$ cat src/rtl/cdb_broadcaster.sv
// cdb_broadcaster: buffers results from NUM_SRC functional units and round-robins them onto NUM_LANES registered CDB lanes
//   clk, rst (async, active-low), flush (sync drop of buffered and in-flight results)
//   src_valid/src_ready/src_data/src_rd_addr/src_regf_we/src_rob_idx : per-source result handshake, slice s
//   cdb_valid/cdb_data/cdb_rd_addr/cdb_regf_we/cdb_rob_idx/cdb_src   : per-lane registered broadcast, slice l
module cdb_broadcaster #(
  parameter int NUM_SRC = 3,
  parameter int NUM_LANES = 2,
  parameter int FIFO_DEPTH = 2,
  parameter int ROB_IDX_WIDTH = 5,
  localparam int SW = (NUM_SRC > 1) ? $clog2(NUM_SRC) : 1
) (
  input  logic                               clk,
  input  logic                               rst,
  input  logic                               flush,
  input  logic [NUM_SRC-1:0]                 src_valid,
  output logic [NUM_SRC-1:0]                 src_ready,
  input  logic [NUM_SRC*32-1:0]              src_data,
  input  logic [NUM_SRC*5-1:0]               src_rd_addr,
  input  logic [NUM_SRC-1:0]                 src_regf_we,
  input  logic [NUM_SRC*ROB_IDX_WIDTH-1:0]   src_rob_idx,
  output logic [NUM_LANES-1:0]               cdb_valid,
  output logic [NUM_LANES*32-1:0]            cdb_data,
  output logic [NUM_LANES*5-1:0]             cdb_rd_addr,
  output logic [NUM_LANES-1:0]               cdb_regf_we,
  output logic [NUM_LANES*ROB_IDX_WIDTH-1:0] cdb_rob_idx,
  output logic [NUM_LANES*SW-1:0]            cdb_src
);
  localparam int RW = ROB_IDX_WIDTH;
  localparam int PW = $clog2(FIFO_DEPTH);
  localparam int EW = RW + 38;
  logic [EW-1:0] mem [NUM_SRC][FIFO_DEPTH];
  logic [EW-1:0] head [NUM_SRC];
  logic [EW-1:0] entry_in [NUM_SRC];
  logic [EW-1:0] lane_entry [NUM_LANES];
  logic [PW:0] count [NUM_SRC];
  logic [PW-1:0] wr_ptr [NUM_SRC];
  logic [PW-1:0] rd_ptr [NUM_SRC];
  logic [SW-1:0] rr_ptr, rr_next;
  logic [SW-1:0] lane_sel [NUM_LANES];
  logic [NUM_SRC-1:0] ne, push, pop;
  logic [2*NUM_SRC-1:0] ne_rot;
  logic [NUM_LANES-1:0] lane_vld;
  int n, sid;

  // Ready depends only on the registered count, so a full FIFO refuses even while it pops.
  for (genvar j = 0; j < NUM_SRC; j++) begin : g_src
    assign src_ready[j] = count[j] != (PW+1)'(FIFO_DEPTH);
    assign ne[j] = count[j] != '0;
    assign push[j] = src_valid[j] & src_ready[j] & ~flush;
    assign head[j] = mem[j][rd_ptr[j]];
    assign entry_in[j] = {src_data[j*32 +: 32], src_rd_addr[j*5 +: 5], src_regf_we[j], src_rob_idx[j*RW +: RW]};
  end

  // Rotating by rr_ptr makes bit i the (rr_ptr+i)-th source in scan order.
  assign ne_rot = {ne, ne} >> rr_ptr;

  always_comb begin
    pop = '0;
    lane_vld = '0;
    lane_sel = '{default: '0};
    rr_next = rr_ptr;
    n = 0;
    sid = 0;
    for (int i = 0; i < NUM_SRC; i++)
      if (ne_rot[i] && n < NUM_LANES) begin
        sid = (int'(rr_ptr) + i) % NUM_SRC;
        for (int l = 0; l < NUM_LANES; l++)
          if (l == n) begin
            lane_vld[l] = 1'b1;
            lane_sel[l] = SW'(sid);
          end
        for (int k = 0; k < NUM_SRC; k++)
          if (k == sid) pop[k] = 1'b1;
        rr_next = SW'((sid + 1) % NUM_SRC);
        n++;
      end
  end

  always_comb begin
    for (int l = 0; l < NUM_LANES; l++) begin
      lane_entry[l] = '0;
      for (int k = 0; k < NUM_SRC; k++)
        if (lane_sel[l] == SW'(k)) lane_entry[l] = head[k];
    end
  end

  always_ff @(posedge clk)
    for (int k = 0; k < NUM_SRC; k++)
      if (push[k]) mem[k][wr_ptr[k]] <= entry_in[k];

  always_ff @(posedge clk or negedge rst) begin
    if (!rst) begin
      for (int k = 0; k < NUM_SRC; k++) begin
        count[k] <= '0;
        wr_ptr[k] <= '0;
        rd_ptr[k] <= '0;
      end
      rr_ptr <= '0;
      cdb_valid <= '0;
      cdb_data <= '0;
      cdb_rd_addr <= '0;
      cdb_regf_we <= '0;
      cdb_rob_idx <= '0;
      cdb_src <= '0;
    end else if (flush) begin
      for (int k = 0; k < NUM_SRC; k++) begin
        count[k] <= '0;
        wr_ptr[k] <= '0;
        rd_ptr[k] <= '0;
      end
      rr_ptr <= '0;
      cdb_valid <= '0;
    end else begin
      for (int k = 0; k < NUM_SRC; k++) begin
        if (push[k]) wr_ptr[k] <= wr_ptr[k] + 1'b1;
        if (pop[k]) rd_ptr[k] <= rd_ptr[k] + 1'b1;
        count[k] <= (push[k] && !pop[k]) ? count[k] + 1'b1 : (!push[k] && pop[k]) ? count[k] - 1'b1 : count[k];
      end
      rr_ptr <= rr_next;
      cdb_valid <= lane_vld;
      for (int l = 0; l < NUM_LANES; l++)
        if (lane_vld[l]) begin
          cdb_data[l*32 +: 32] <= lane_entry[l][EW-1 -: 32];
          cdb_rd_addr[l*5 +: 5] <= lane_entry[l][RW+5 -: 5];
          cdb_regf_we[l] <= lane_entry[l][RW];
          cdb_rob_idx[l*RW +: RW] <= lane_entry[l][RW-1:0];
          cdb_src[l*SW +: SW] <= lane_sel[l];
        end
    end
  end
endmodule

$ cat config.mk
export PLATFORM = sky130hd
export DESIGN_NAME = cdb_broadcaster
export DESIGN_NICKNAME = d
export VERILOG_FILES = /design/src/rtl/cdb_broadcaster.sv
export SDC_FILE = /design/constraint.sdc
export NUM_CORES = 1
export LEC_CHECK = 0
export ABC_AREA = 0
export ABC_CLOCK_PERIOD_IN_PS = 9650
export CAP_MARGIN = 0
export CELL_PAD_IN_SITES_DETAIL_PLACEMENT = 0
export CELL_PAD_IN_SITES_GLOBAL_PLACEMENT = 2
export CORE_ASPECT_RATIO = 1.5
export CORE_MARGIN = 2
export CORE_UTILIZATION = 37
export DETAILED_ROUTE_END_ITERATION = 6
export PLACE_DENSITY = 0.85
export SYNTH_ARGS = -nofsm -noshare
export SYNTH_HDL_FRONTEND = slang
export SYNTH_SLANG_ARGS = --single-unit
$ cat constraint.sdc
create_clock -name clk -period 9.65 [get_ports clk]
set_clock_uncertainty 0.2 [all_clocks]
set_input_delay 2.895 -clock clk [delete_from_list [all_inputs] [get_ports clk]]
set_output_delay 2.895 -clock clk [all_outputs]
set_load 0.01 [all_outputs]
==> run metrics <==
Clk Latency, worst-skew pair=roughly 0.53 ns; initial detailed-routing violation count=743; dpl hpwl=31970 µm; H-tree levels=2; initial antenna violation count=9; DR WL/cell=22.91 µm; total CTS buffers=36; area leader, netlist=edfxtp_1; Routed WL=50580 µm; TritonCTS clock tree=yes; pre-CTS setup slack=1.206 ns; commonest cells after routing, fill and taps aside=edfxtp_1, clkdlybuf4s50_1, nand2_1; fin. max-slew vios=0; Yosys warning count=0; syn_nets=around 1500; Final Cycle Share=88.48%; HP Class=reg2reg; final setup TNS=0 ns; vias in the first global route=12180; RSZ-0062 raised after global routing=false; largest family of logic cells by synthesized area=simple AND/OR/NAND/NOR gates; final std cells w/o fill=2208; fmax=between 100 and 150 MHz; Mapped Cells=1394; post-CTS setup buffer count=0; Nets=~1700; Chip Height=approximately 260 µm; Post-synth ARST share=just under 30%; final worst slack=1.112 ns; Post-Synth Adder-Cell Area=1.356%; post-synthesis cell type count=between 70 and 80; # rows=95; largest net degree at the start of global routing=just under 80; area of the core=between 40000 and 50000 µm²; Worst setup SP type=flip-flop; I/O pin total=230; flops & latches, synth=between 300 and 400; gr ovfl total=0; count of flip-flops with a built-in enable after synthesis=258; chip width=about 180 µm; Routed Antenna Nets=0; Initial Utilization=37.27%; reg2reg path depth=26; Clock Tree Buf Depth=3; final hold viol count=0; post-synthesis mux area share=slightly above 8%; Synth area leaders=edfxtp_1, dfrtp_1, mux2i_1, nand2_1, nor2_1; die area=46640 µm²; first-pass GRT wire length=74880 µm; most common cell after layout, fill and taps aside=edfxtp_1; CP Class=reg2reg; Area growth syn-to-layout=24.74%; Simple-Gate Fraction of Synth Area=about an eighth; status=completed; Post-CTS Resized=0; Critical Path End Type=flip-flop; syn avg cell area=11.92 µm²; PortBufs=229; CTS Hold Bufs=0; first-pass iteration count of the detailed router=5; crit path max fanout=17; vias=around 12000; Top FF cell, synth=edfxtp_1; root buffer cell=clkbuf_16; gp weighted congestion=0.8193; CP Data Required Time=9.84 ns; # setup viols final=0; Max-Cap Viols=0; Slew HR=a little over a quarter; fin crit period=about 8.5 ns; Mapped Area=16610 µm²; Slew @ Worst Pin=1.092 ns; post-synthesis sequential area ratio=between 60% and 70%; share of the synthesized area in the top cell type=46.64%; Remaining DRCs=0; fillers=4085; post-synthesis xor/xnor area fraction=1.529%; # placed instances=2134; worst hold stages=2; CTS sink cnt=364; multi-input logic area=5891 µm²; share of cells above drive strength 1=~8.5%; total global-route track usage=21.51%; clock-pin slew on the worst setup and hold paths=0.06 ns; CP arrival=8.73 ns; FF/Latch Area=10410 µm²; Via-to-Cell Ratio=around 5.4; Synth Area in Compound Gates=11.25%
## worst paths after layout
kind,from,endpoint,slack [ns]
setup / recovery,rr_ptr[1]$_DFFE_PN0P_,rr_ptr[1]$_DFFE_PN0P_,1.11
hold / removal,cdb_data[31]$_DFFE_PN0P_,cdb_data[31]$_DFFE_PN0P_,0.28
setup reg to reg,rr_ptr[1]$_DFFE_PN0P_,rr_ptr[1]$_DFFE_PN0P_,1.11
hold reg to reg,cdb_data[31]$_DFFE_PN0P_,cdb_data[31]$_DFFE_PN0P_,0.28
max in group asynchronous,rst,cdb_data[52]$_DFFE_PN0P_,5.57
min in group asynchronous,rst,cdb_data[57]$_DFFE_PN0P_,2.20
## area by class of cell
class,instances,area share (%)
inverters,14,0.2536
well taps,582,3.514
multi-input cells,923,28.43
diodes,8,0.09661
repair buffers,251,11.85
flip-flops and latches,364,50.23
clock inverters,14,0.7427
clock buffers,52,4.885
## worst max-delay path, stage by stage, from the launching register on
cell and delay [ns]:
dfrtp_1 0.70, inv_1 0.19, ha_1 0.51, a2111oi_1 1.01, a21oi_2 0.14, nor2_1 0.14, nor2_1 0.11, inv_1 0.16
ha_1 0.37, inv_1 0.09, a211oi_2 0.41, a211oi_1 0.17, a221oi_1 0.68, a21oi_1 0.11, a211oi_2 0.37, o32ai_4 0.18
ha_1 0.31, nor4_1 0.51, nor3_1 0.19, a2111oi_4 0.32, o21ai_1 0.23, xnor2_1 0.18, ha_1 0.19, o21bai_1 0.18
a2111oi_4 0.40, mux2i_1 0.25, a211oi_2 0.09
## state kept, by name, summed over array words and instances, names as in the netlist
name         count
mem            258
cdb_data        64
cdb_rd_addr     10
cdb_rob_idx     10
count            6
cdb_src          4
rd_ptr           3
wr_ptr           3
cdb_regf_we      2
cdb_valid        2
rr_ptr           2
## synthesized netlist by cell type (all sizes together) (8+ instances only)
library cell,instances
nor3,39
mux2i,109
edfxtp,258
a21oi,61
nor2,168
a31oi,45
a311oi,23
a32oi,22
dfrtp,106
o21ai,47
nand2,197
inv,14
clkbuf,79
mux2,25
xor2,8
nand3,8
a211oi,15
ha,18
nand2b,30
xnor2,21
buf,14
## kinds of logic (layout without fill, tap and decap cells)
logic type,after synthesis,in the layout
adders and majority gates,18,18
buffers and inverters,107,331
DFF,364,364
and+or+nand+nor,480,480
other,0,8
AOI/OAI and AO/OA,262,262
xor gates and xnor gates,29,29
muxes,134,134
## through the flow
| step | util [%] | hold slack (ns) | cell area (µm²) |
|---|---|---|---|
| finish | 46.49 | 0.2784 | 20720 |
| global route | 46.48 | 0.3009 | 20720 |
| CTS | 46.44 | 0.2832 | 20700 |
| detailed placement | 43.83 | 0.2694 | 19540 |
| global placement | 43.83 | 0.2669 | 19540 |
| floorplan | - | 0.3162 | 16610 |
## layer usage
metal	wire [µm]	global-route usage, %	up-vias
met5	0	0	-
met1	19830	25.75	6031
li1	-	-	5508
met4	1426	8.331	0
met2	26800	38.71	363
met3	2524	2.845	72
Power is left out: the tool's default activity adds up to more than one toggle a clock period on the data nets, which glitch-free logic cannot reach.
